===== src/rtl/timestamp_capture_pkg.sv =====
// Shared definitions for the timestamp capture block: default widths,
// synchroniser depth, the drop-counter type and its update rule.
package timestamp_capture_pkg;

    // Default timestamp width; must match the upstream free-running counter.
    localparam int TS_WIDTH         = 32;
    localparam int FIFO_DEPTH       = 16;
    localparam int LAT_COMP_DEFAULT = 2;
    localparam int DROP_CNT_W       = 8;
    localparam int SYNC_STAGES      = 2;

    typedef logic [DROP_CNT_W-1:0] drop_cnt_t;

    localparam drop_cnt_t DROP_CNT_MAX = '1;

    // One cycle's worth of FIFO activity, resolved from event, pop and full state.
    typedef struct packed {
        logic push;
        logic pop;
        logic drop;
    } fifo_op_t;

    // Next dropped-event count: a drop beats a clear in the same cycle, and the
    // count sticks at its maximum rather than wrapping.
    function automatic drop_cnt_t drop_cnt_next(input drop_cnt_t cur,
                                                input logic      drop,
                                                input logic      clr);
        drop_cnt_t nxt;
        nxt = cur;
        if (drop) begin
            if (clr) begin
                nxt = drop_cnt_t'(1);
            end else if (cur != DROP_CNT_MAX) begin
                nxt = cur + drop_cnt_t'(1);
            end
        end else if (clr) begin
            nxt = '0;
        end
        return nxt;
    endfunction

endpackage


===== src/rtl/sync_edge_detect.sv =====
// Synchronises an asynchronous 1-bit input into the clk domain and emits a
// one-cycle pulse on each rising edge. After reset the input must be seen low
// before any edge is reported, so a level that was already high across reset
// is not mistaken for a new event.
module sync_edge_detect
    import timestamp_capture_pkg::*;
(
    input  logic clk,
    input  logic reset_n,
    input  logic async_in,
    output logic rise
);

    logic [SYNC_STAGES-1:0] sync_q;   // [0] = s1 (metastable stage), [N-1] = s2
    logic [SYNC_STAGES-1:0] fill_q;   // shifts in ones; top bit set once s2 holds a real sample
    logic                   s3;       // previous synchronised level
    logic                   armed;    // a genuine low has been seen since reset

    logic s2;
    assign s2 = sync_q[SYNC_STAGES-1];

    // Synchroniser chain, edge history and arming after reset.
    always_ff @(posedge clk or negedge reset_n) begin
        if (!reset_n) begin
            sync_q <= '0;
            fill_q <= '0;
            s3     <= 1'b0;
            armed  <= 1'b0;
        end else begin
            // NOTE: non-blocking assignments make every stage sample its
            // predecessor's old value; blocking here would collapse the chain.
            sync_q <= {sync_q[SYNC_STAGES-2:0], async_in};
            fill_q <= {fill_q[SYNC_STAGES-2:0], 1'b1};
            s3     <= s2;
            armed  <= armed | (fill_q[SYNC_STAGES-1] & ~s2);
        end
    end

    assign rise = s2 & ~s3 & armed;

endmodule


===== src/rtl/timestamp_capture.sv =====
// Captures the upstream counter on each rising edge of an asynchronous event,
// corrects for synchroniser latency, and queues the result in a small
// first-word-fall-through FIFO drained by a pop handshake. Events arriving
// while the FIFO is full are dropped and counted.
module timestamp_capture
    import timestamp_capture_pkg::*;
#(
    parameter int WIDTH    = TS_WIDTH,
    parameter int DEPTH    = FIFO_DEPTH,   // power of 2, 2..256
    parameter int LAT_COMP = LAT_COMP_DEFAULT
) (
    input  logic                  clk,
    input  logic                  reset_n,
    input  logic [WIDTH-1:0]      count,
    input  logic                  evt,
    input  logic                  rd_en,
    input  logic                  ovf_clr,
    output logic [WIDTH-1:0]      ts_data,
    output logic                  ts_valid,
    output logic                  fifo_full,
    output logic                  overflow,
    output logic [DROP_CNT_W-1:0] drop_cnt
);

    localparam int AW = $clog2(DEPTH);

    typedef logic [AW-1:0] ptr_t;
    typedef logic [AW:0]   occ_t;

    logic [WIDTH-1:0] mem [DEPTH];

    ptr_t             wr_ptr;
    ptr_t             rd_ptr;
    ptr_t             rd_ptr_nxt;
    occ_t             occ;
    occ_t             occ_nxt;
    logic             evt_rise;
    fifo_op_t         op;
    logic [WIDTH-1:0] wr_value;
    logic [WIDTH-1:0] head_nxt;

    sync_edge_detect u_sync (
        .clk      (clk),
        .reset_n  (reset_n),
        .async_in (evt),
        .rise     (evt_rise)
    );

    // The count has advanced LAT_COMP ticks since the event was first
    // sampled; subtract it back out, wrapping modulo 2^WIDTH.
    assign wr_value = count - WIDTH'(LAT_COMP);

    // Resolve this cycle's push/pop/drop and the next occupancy and head word.
    always_comb begin
        // NOTE: every variable gets a default before any branch so no path
        // leaves one unassigned, which would infer a latch.
        op         = '0;
        head_nxt   = '0;
        op.pop     = rd_en & ts_valid;
        op.push    = evt_rise & (~fifo_full | op.pop);
        op.drop    = evt_rise & fifo_full & ~op.pop;
        occ_nxt    = occ + occ_t'(op.push) - occ_t'(op.pop);
        rd_ptr_nxt = rd_ptr + ptr_t'(op.pop);
        if (occ_nxt != '0) begin
            // A write into a FIFO that is empty after this cycle's pop
            // becomes the new head directly; otherwise the head is in storage.
            if (op.push && (occ - occ_t'(op.pop)) == '0) begin
                head_nxt = wr_value;
            end else begin
                head_nxt = mem[rd_ptr_nxt];
            end
        end
    end

    // Timestamp storage.
    // NOTE: the array has no reset; entries are only read behind the
    // occupancy count, so resetting them would only cost flops.
    always_ff @(posedge clk) begin
        if (op.push) begin
            mem[wr_ptr] <= wr_value;
        end
    end

    // Pointers, occupancy and the registered head/flag outputs.
    always_ff @(posedge clk or negedge reset_n) begin
        if (!reset_n) begin
            wr_ptr    <= '0;
            rd_ptr    <= '0;
            occ       <= '0;
            ts_data   <= '0;
            ts_valid  <= 1'b0;
            fifo_full <= 1'b0;
        end else begin
            if (op.push) begin
                wr_ptr <= wr_ptr + ptr_t'(1);
            end
            rd_ptr    <= rd_ptr_nxt;
            occ       <= occ_nxt;
            ts_data   <= head_nxt;
            ts_valid  <= (occ_nxt != '0);
            fifo_full <= (occ_nxt == occ_t'(DEPTH));
        end
    end

    // Sticky overflow flag and saturating drop counter; a drop wins over a clear.
    always_ff @(posedge clk or negedge reset_n) begin
        if (!reset_n) begin
            overflow <= 1'b0;
            drop_cnt <= '0;
        end else begin
            if (op.drop) begin
                overflow <= 1'b1;
            end else if (ovf_clr) begin
                overflow <= 1'b0;
            end
            drop_cnt <= drop_cnt_next(drop_cnt, op.drop, ovf_clr);
        end
    end

endmodule


===== config.mk =====
export PLATFORM = sky130hd
export DESIGN_NAME = timestamp_capture
export DESIGN_NICKNAME = d
export VERILOG_FILES = /design/src/rtl/timestamp_capture_pkg.sv /design/src/rtl/sync_edge_detect.sv /design/src/rtl/timestamp_capture.sv
export SDC_FILE = /design/constraint.sdc
export NUM_CORES = 1
export LEC_CHECK = 0
export ABC_AREA = 1
export CAP_MARGIN = 25
export CORE_MARGIN = 2
export CORE_UTILIZATION = 55
export DETAILED_ROUTE_END_ITERATION = 12
export PLACE_DENSITY = 0.76
export SLEW_MARGIN = 20
export SYNTH_ARGS = -nofsm -noshare
export SYNTH_HDL_FRONTEND = slang
export SYNTH_SLANG_ARGS = --single-unit
export TNS_END_PERCENT = 50

===== constraint.sdc =====
create_clock -name clk -period 2.94 [get_ports clk]
set_clock_uncertainty 0.1 [all_clocks]
set_input_delay 0.294 -clock clk [delete_from_list [all_inputs] [get_ports clk]]
set_output_delay 0.294 -clock clk [all_outputs]
set_load 0.01 [all_outputs]

**After elaboration in Yosys (flattened, before gate mapping)**

Memories as Yosys holds them, arrays and structs flattened.
Cells that the tools add are included.

- Mux-type cells: 10
- Reductions and logical operators: 6
- Equality and inequality tests: 2
- Bitwise gates (word level): 13
- Add/sub/neg operators: 7

Operators by type and width:

| cell | number |
|---|---|
| $mux 32 | 2 |
| $mux 8 | 4 |
| $sub 32x2->32 const B | 1 |
| $sub 5x1->5 | 2 |
| $add 8x1->8 const B | 1 |
| $ne 8x8->1 const B | 1 |
| $and 1x1->1 | 7 |
| $add 5x1->5 | 1 |
| $eq 5x5->1 const B | 1 |
| $logic_not 5->1 | 1 |
| $reduce_bool 5->1 | 1 |
| $add 4x1->4 | 1 |
| $add 4x1->4 const B | 1 |
| $mux 1 | 4 |
| $not 1->1 | 4 |
| $reduce_bool 2->1 | 2 |
| $or 1x1->1 | 2 |
| $reduce_and 2->1 | 1 |
| $logic_and 1x1->1 | 1 |

- Word-level logic and storage cells: 51
- RAM bits: 512
- Memories kept: 1
- Output and inout port bits: 43
- Flip-flop bits (word level): 62

Memories:

| name | depth | width | rd ports | clocked after Yosys merged registers in | wr ports | RTL line | source |
|---|---|---|---|---|---|---|---|
| mem | 16 | 32 | 1 | 0 | 1 | timestamp_capture.sv:30 | `logic [WIDTH-1:0] mem [DEPTH];` |

**Longest topological paths before layout**

Gate-level depths: netlist of the first run.

- Word-level depth: 8
- Depth in mapped cells: 18
- Depth with buffers taken out: 17

**By module**

A second synthesis of the first run with hierarchy kept.

- Cells, all modules: 2154
- Area, all modules: 24058.1 sq um

Modules (own cells, without submodules):

| module | instances | area each (sq um) | cells an instance |
|---|---|---|---|
| timestamp_capture | 1 | 23879.2 | 2141 |
| sync_edge_detect | 1 | 178.9 | 13 |

**Least setup slack after synthesis of the first run**

Ideal clock, no wire load.

- Kind: reg2reg
- From: register ts_valid
- To: memory mem[11][0] in the netlist's numbering (enable)
- Data required time: 2.419 ns
- Stages on the path, launching flop included: 7
- Arrival time: 2.278 ns
- Setup slack: 0.141 ns
- Cells stage by stage: dfrtp_1 nand2_1 nand2_1 nand3_2 clkinv_2 nand2_1 nor2_1

- Word-level cells in the longest chain between the ends: 5

RTL lines:

| item | RTL line | source |
|---|---|---|
| from (decl) | timestamp_capture.sv:19 | `output logic ts_valid,` |
| from (signal assigned) | timestamp_capture.sv:100 | `ts_valid <= (occ_nxt != '0);` |
| $and 1x1->1 | timestamp_capture.sv:59 | `op.pop = rd_en & ts_valid;` |
| $or 1x1->1 | timestamp_capture.sv:60 | `op.push = evt_rise & (~fifo_full \| op.pop);` |
| $and 1x1->1 | timestamp_capture.sv:60 |  |
| $mux 1 | timestamp_capture.sv:79 | `if (op.push) begin` |
| $mux 1 (implied by the code) | timestamp_capture.sv:80 | `mem[wr_ptr] <= wr_value;` |
| to (decl) | timestamp_capture.sv:30 |  |

No other way between the ends.

**Worst setup path in the final report of the first run**

- From: register ts_valid
- To: register ts_data[10]

- Word-level cells in the longest chain between the ends: 7
- Elaborated cells on any way between the ends: 13
- Those cells by class: add/sub: 4; mux: 2; bitwise: 3; reduce/logical: 3; memory: 1

RTL lines:

| item | RTL line | source |
|---|---|---|
| $and 1x1->1 * | timestamp_capture.sv:59 |  |
| $or 1x1->1 | timestamp_capture.sv:60 |  |
| $and 1x1->1 | timestamp_capture.sv:60 |  |
| $add 5x1->5 | timestamp_capture.sv:62 | `occ_nxt = occ + occ_t'(op.push) - occ_t'(op.pop);` |
| $sub 5x1->5 * | timestamp_capture.sv:62 |  |
| named net occ_nxt[1] | timestamp_capture.sv:36 | `occ_t occ_nxt;` |
| $reduce_bool 5->1 * | timestamp_capture.sv:64 | `if (occ_nxt != '0) begin` |
| $mux 32 * | timestamp_capture.sv:64 |  |
| named net head_nxt[10] | timestamp_capture.sv:40 | `logic [WIDTH-1:0] head_nxt;` |
| to (signal assigned) | timestamp_capture.sv:99 | `ts_data <= head_nxt;` |
| to (decl) | timestamp_capture.sv:18 | `output logic [WIDTH-1:0] ts_data,` |

The timed path passes the listed nets; every way through them passes the cells marked *.
A chain may end at the register's enable or synchronous reset.

==> flow_metrics.py, run 1 <==
metrics = {
    "layout": {
        "fin_area_um2": 28100,
        "area_delta_synth_final_pct": 16.4,
        "final_util_pct": 65.1,
        "drive_gt1_share_pct": 8.83,
        "final_nets": 2331,
        "nFillCells": 3191,
    },
    "placement": {
        "pre_cts_ws_ns": -0.195,
        "place_hpwl_um": 35300,
        "gp_congestion": 0.898,
        "port_buffers": 79,
        "placed_cell_area_um2": 26400,
    },
    "global_route": {
        "gr-total-overflow": 0,
        "grt_use_total_pct": 28.4,
        "antenna_found_initial": 4,
        "grt_pass1_vias": 16300,
        "grt_max_degree": 93,
        "grt_pass1_wl_um": 95400,
    },
    "synth": {
        "ys_seq_area_share_pct": 70.1,
        "ys_ff_latch": 574,
        "synth_nets": 2230,
        "async_flop_share_pct": 10.8,
        "ys.flop_type": "edfxtp_1",
        "yosysWarnings": 0,
        "synthesis.instances": 2176,
        "syn_avg_cell_area_um2": 11.1,
        "syn_area_um2": 24100,
        "yosysUniqueCellTypes": 33,
        "synth_edf_count": 512,
    },
    "drt": {
        "dr.first_iter.drc_count": 2303,
        "post_drt_wl_per_cell_um": 21.9,
        "remaining_drc_errors": 0,
        "viasPerCell": 5.81,
        "ant_nets": 0,
        "drt_wl_total_um": 63900,
        "first_pass_iters": 7,
        "dr_total_vias": 16900,
    },
    "min_path": {
        "hp-class": "primary input to flip-flop",
    },
    "clock_tree": {
        "cts_buffers": 56,
        "clock_latency_ns": 0.61,
        "clock-sinks": 574,
        "htreeDepth": 2,
        "root_buffer": "clkbuf_16",
        "cts.clk_slew.worst_paths_ns": 0.06,
        "clockBufferDepth": 3,
        "tritoncts": "yes",
    },
    "die": {
        "start_util_pct": 55.9,
        "ios": 80,
        "rows": 76,
        "fp.dieW_um": 214,
        "die_h_um": 214,
        "design.core.area_um2": 43200,
        "die_area_um2": 45600,
    },
    "sta": {
        "relSlewSlack_pct": 35.0,
        "tightestPinTransition_ns": 0.975,
        "max_freq_mhz": 355,
        "slew_violations": 0,
        "period_share_pct": 95.7,
        "setup_ws_ns": 0.126,
        "hold_viol_final": 0,
        "fin_crit_ns": 2.81,
        "hold_slack_ns": 0.0303,
        "setup_violations": 0,
    },
    "critical_path": {
        "cp_common_cell": "inv_1",
        "path_max_fanout": 16,
        "cpLargestDelayFamily": "adder cells",
        "path_cells": "nand2_2, nand2_2, nand3_2, ha_1, inv_1, ha_2, inv_1, fa_2, inv_1, nor3_2, nand2_1, nor2_4, inv_2, buf_12, nand2_1, nor2_1",
        "cpMaxStageDelayCell": "fa_2",
        "cp-end-kind": "flip-flop",
        "max_stage_delay_ns": 0.53,
        "crit_buf_inv": 5,
        "worstPathRequired_ns": 3.33,
        "critical_path_class": "flip-flop to flip-flop",
        "arrival_ns": 3.20,
        "crit_path_start_kind": "flip-flop",
    },
    "pwr": {
        "power.density_nw_per_um2": 1040,
        "total_power_mw": 29.4,
        "p_leak_nw": 10.5,
        "ir_drop_uv": 868,
    },
    "run": {
        "cap_violations": 0,
    },
    "outcome": {
        "outcome": "finished clean",
    },
}
-- kinds of logic (layout without fill, tap and decap cells) --
kind of cell / after synthesis / after routing / synth area share (%)
buffers and inverters: 194 / 340 / 3.73
flip-flops: 574 / 574 / 70.1
AO/OA/AOI/OAI: 49 / 49 / 1.09
other: 1 / 5 / 0.0155
XOR/XNOR: 18 / 18 / 0.684
adder cells (fa/ha/maj): 17 / 17 / 0.912
AND/OR/NAND/NOR: 1323 / 1323 / 23.4
-- worst register-to-register path, stage by stage, from the launching register on --
cell	delay, ns
dfrtp_1	0.42
nand2_2	0.08
nand2_2	0.07
nand3_2	0.07
ha_1	0.29
inv_1	0.06
ha_2	0.17
inv_1	0.06
fa_2	0.53
inv_1	0.06
nor3_2	0.16
nand2_1	0.12
nor2_4	0.13
inv_2	0.08
buf_12	0.16
nand2_1	0.09
nor2_1	0.04
-- final timing paths --
check                                 start                to  slack, ns  depth (start not counted)
min in group asynchronous           reset_n       drop_cnt[2]       0.32                          2
max in group asynchronous           reset_n         rd_ptr[3]       1.79                          2
min reg2reg                u_sync.sync_q[0]  u_sync.sync_q[1]       0.24                          0
max                                ts_valid       ts_data[10]       0.13                         16
max reg2reg                        ts_valid       ts_data[10]       0.13                         16
min                                     evt  u_sync.sync_q[0]       0.03                          1
-- per-layer routing --
layer  global-route usage, %  vias to the layer above  share of wire [%]
li1                        -                     7701                  -
met1                    39.5                     8173                 40
met2                    45.3                      869                 47
met3                    4.14                      164                9.0
met4                    12.5                        0                3.8
met5                       0                        -                  0
-- Yosys cell counts, drive strengths merged (4+ instances only) --
| cell type | number | area [µm²] |
|---|---|---|
| nand3 | 469 | 2360 |
| nand2 | 703 | 2640 |
| buf | 105 | 566 |
| inv | 78 | 293 |
| clkbuf | 9 | 33.8 |
| a21oi | 30 | 150 |
| o21bai | 5 | 37.5 |
| dfrtp | 62 | 1550 |
| and2 | 4 | 25.0 |
| o21ai | 11 | 55.1 |
| nand4 | 15 | 93.8 |
| ha | 16 | 200 |
| or2 | 4 | 25.0 |
| nor2 | 124 | 490 |
| xor2 | 17 | 149 |
| edfxtp | 512 | 15400 |
-- where the power goes --
group	internal, mW	switching (mW)	total [mW]	leakage, nW
Clock	3.73	2.98	6.71	0.826
Sequential	9.63	0.373	10.0	5.35
Combinational	4.49	8.16	12.7	4.32
-- sequential cells by signal, summed over array words and instances (netlist names) --
register and count:
drop_cnt 8, fifo_full 1, mem 512, occ 5, overflow 1, rd_ptr 4, ts_data 32, ts_valid 1
u_sync.armed 1, u_sync.fill_q 2, u_sync.s3 1, u_sync.sync_q 2, wr_ptr 4
-- per-stage QoR --
step | instances | TNS [ns]
floorplan | 2176 | 0
global placement | 2802 | -5.58
detailed placement | 2802 | -5.60
CTS | 2906 | 0
global route | 2911 | -0.124
finish | 2911 | 0
-- cell type report --
type | count | area, µm² | area share [%]
flip-flops and latches | 574 | 16900 | 60.2
multi-input cells | 1408 | 6510 | 23.2
repair buffers | 157 | 1930 | 6.86
clock buffers | 79 | 1540 | 5.48
well taps | 585 | 732 | 2.60
inverters | 80 | 309 | 1.10
clock inverters | 24 | 153 | 0.543
diodes | 4 | 10.0 | 0.0356
-- repair_timing --
item                                   in CTS  in global routing
endpoints found under the hold margin      62                  0
setup buffers                               0                  1
resized for setup                           0                  6
hold buffers                                1                  0
setup endpoints to repair                   0                 28
-- layout by cell type, fill, tap and decap left out, drive strengths merged --
cell / instances
bufinv: 1
ha: 16
nor2: 124
nand3b: 1
o21bai: 5
clkdlybuf4s50: 78
clkbuf: 79
diode: 4
o21ai: 11
edfxtp: 512
fa: 1
inv: 79
o211ai: 2
buf: 78
a31oi: 1
a21oi: 30
and2: 4
xor2: 17
or2: 4
nor3: 2
nand3: 469
xnor2: 1
dfrtp: 62
nand2: 703
clkinvlp: 3
dlygate4sd3: 1
nand4: 15
clkinv: 21
nor3b: 1
conb: 1
Power figures use the tool's default switching activity.
==> run 2, diff against run 1 <==
- CORE_UTILIZATION: 55 -> 61
- PLACE_DENSITY: 0.76 -> 0.83
- clock period: 2.94 -> 2.7 ns (I/O delays scaled with it)
==> run 2 against run 1 <==
The flow now finishes with violations (setup timing); cell area increased by 2.6%; fmax increased by 3.7%; total power increased by 16%; critical path depth unchanged; register-to-register slack got worse by 0.14 ns; combinational power increased by 18%; non-clock buffer count increased by 51; flip-flop and latch count unchanged; critical path type unchanged; highest routed layer unchanged.
==> flow_metrics.py, run 2 (synthesis results as in run 1) <==
metrics = {
    "outcome": {
        "outcome": "complete, but fails checks",
        "violations": "setup timing",
    },
    "clock_tree": {
        "cts.clk_slew.worst_paths_ns": 0.06,
        "clockBufferDepth": 3,
        "htreeDepth": 2,
        "tritoncts": "yes",
        "root_buffer": "clkbuf_16",
        "clock_latency_ns": 0.62,
        "clock-sinks": 574,
        "cts_buffers": 55,
    },
    "critical_path": {
        "cp-end-kind": "flip-flop",
        "cp_common_cell": "inv_2",
        "cp.depth": 16,
        "crit_buf_inv": 7,
        "cpLargestDelayFamily": "adder cells",
        "worstPathRequired_ns": 3.08,
        "crit_path_start_kind": "flip-flop",
        "path_max_fanout": 8,
        "arrival_ns": 3.09,
        "max_stage_delay_ns": 0.52,
        "critical_path_class": "flip-flop to flip-flop",
        "reg2regPathDepth": 16,
        "path_cells": "nand2_2, buf_6, inv_2, ha_4, inv_2, ha_4, inv_2, fa_2, inv_2, nor3_2, nand2_1, nor2_4, inv_6, buf_12, nand2_2, nor2_1",
        "cpMaxStageDelayCell": "fa_2",
    },
    "sta": {
        "setup_violations": 3,
        "fin_crit_ns": 2.71,
        "relSlewSlack_pct": 61.8,
        "rsz0062_at_grt": "yes",
        "hold_viol_final": 0,
        "tightestPinTransition_ns": 0.571,
        "period_share_pct": 100,
        "setup_ws_ns": -0.0134,
        "max_freq_mhz": 369,
        "slew_violations": 0,
        "hold_slack_ns": 0.0441,
    },
    "layout": {
        "largest_register_ffs": 512,
        "final_nets": 2381,
        "reg_top3": "mem (512), ts_data (32), drop_cnt (8)",
        "final_cell_mix": "691 x nand2_1, 512 x edfxtp_1, 466 x nand3_1",
        "drive_gt1_share_pct": 11.8,
        "fin_area_um2": 28900,
        "area_delta_synth_final_pct": 19.5,
        "nFillCells": 2343,
        "layout_commonest_cell": "nand2_1",
        "regMostFlops": "mem",
    },
    "die": {
        "die_area_um2": 41200,
        "fp.dieW_um": 203,
        "die_h_um": 203,
        "rows": 72,
        "ios": 80,
        "design.core.area_um2": 38800,
        "start_util_pct": 62.2,
    },
    "drt": {
        "remaining_drc_errors": 0,
        "viasPerCell": 6.17,
        "dr_total_vias": 17900,
        "dr.first_iter.drc_count": 2224,
        "ant_nets": 0,
        "first_pass_iters": 5,
        "drt_wl_total_um": 67200,
        "post_drt_wl_per_cell_um": 23.2,
    },
    "pwr": {
        "power.density_nw_per_um2": 1190,
        "p_int_mw": 20.9,
        "comb_power_share_pct": 44.0,
        "p_seq_share_pct": 31.9,
        "total_power_mw": 34.2,
        "p_sw_mw": 13.3,
        "p_leak_nw": 10.9,
        "switching_share_pct": 39.0,
        "p_clk_share_pct": 24.1,
        "ir_drop_uv": 851,
    },
    "min_path": {
        "hp-class": "primary input to asynchronous set/reset pin",
    },
    "placement": {
        "port_buffers": 79,
        "place_hpwl_um": 37400,
        "placed_cell_area_um2": 26600,
        "pre_cts_ws_ns": -0.496,
        "gp_congestion": 0.936,
    },
    "global_route": {
        "antenna_found_initial": 4,
        "grt_util_met2_pct": 52.1,
        "use_met3_pct": 7.74,
        "busiest_layer": "met2",
        "grt.met1_usage_pct": 43.2,
        "grt_pass1_vias": 17500,
        "grt_use_total_pct": 32.9,
        "gr-total-overflow": 0,
        "grt_pass1_wl_um": 100000,
        "grt_max_degree": 106,
    },
    "run": {
        "cap_violations": 0,
    },
}
run 2: changes by cell type in the layout (fill, tap and decap cells not counted), moves of 5 or more:
cell       previous run  this run
buf_4                34        77
bufinv_16             1        11
clkbuf_1             19        10
nand2_1             700       691
clkinv_2             13         8
nand2_2               3         8
run 2: stage by stage:
step | std cells | setup TNS, ns | util [%]
6_report | 2895 | -0.0226 | 74.3
5_1_grt | 2895 | -3.08 | 74.3
4_1_cts | 2888 | 0 | 74.1
3_5_place_dp | 2776 | -15.27 | 68.6
3_3_place_gp | 2775 | -11.41 | 68.5
2_1_floorplan | 2176 | -34.67 | -
run 2: layout make-up:
type | count | area [µm²] | share of cell area (%)
diodes | 4 | 10.0 | 0.0347
clock buffers | 68 | 1460 | 5.04
clock inverters | 35 | 489 | 1.70
inverters | 80 | 314 | 1.09
multi-input cells | 1408 | 6590 | 22.8
flip-flops and latches | 574 | 16900 | 58.7
well taps | 518 | 648 | 2.25
repair buffers | 208 | 2420 | 8.39
run 2: metal layers:
metal | vias to the layer above | part of all wire [%]
met5 | - | 0
met4 | 0 | 4.9
li1 | 7818 | -
met2 | 1309 | 47
met1 | 8484 | 36
met3 | 250 | 12
run 2: power groups by stage:
stage | sequential [mW] | combinational [mW] | clock, mW
after floorplan | 11.0 | 8.82 | 0
after global placement | 11.0 | 13.6 | 0
after detailed placement | 11.0 | 14.1 | 0
after CTS | 10.9 | 14.7 | 8.26
after global routing | 10.9 | 16.2 | 8.61
final | 10.9 | 15.0 | 8.25
run 2: repair_timing:
action / CTS / global route
setup buffers: 4 / 2
gates resized for setup: 31 / 2
hold buffers: 2 / 0
endpoints found under the hold margin: 63 / 0
pin swaps: 8 / 2
endpoints found under the setup margin: 31 / 32
gates cloned: 3 / 0
run 2: final timing paths:
check / startpoint / to / slack (ns)
worst max-delay path: ts_valid / ts_data[27] / -0.01
worst min-delay path: reset_n / ts_data[29] / 0.04
worst max register to register: ts_valid / ts_data[27] / -0.01
worst min register to register: u_sync.fill_q[0] / u_sync.fill_q[1] / 0.26
max in group asynchronous: reset_n / ts_data[5] / 1.86
min in group clk: ovf_clr / drop_cnt[6] / 0.18
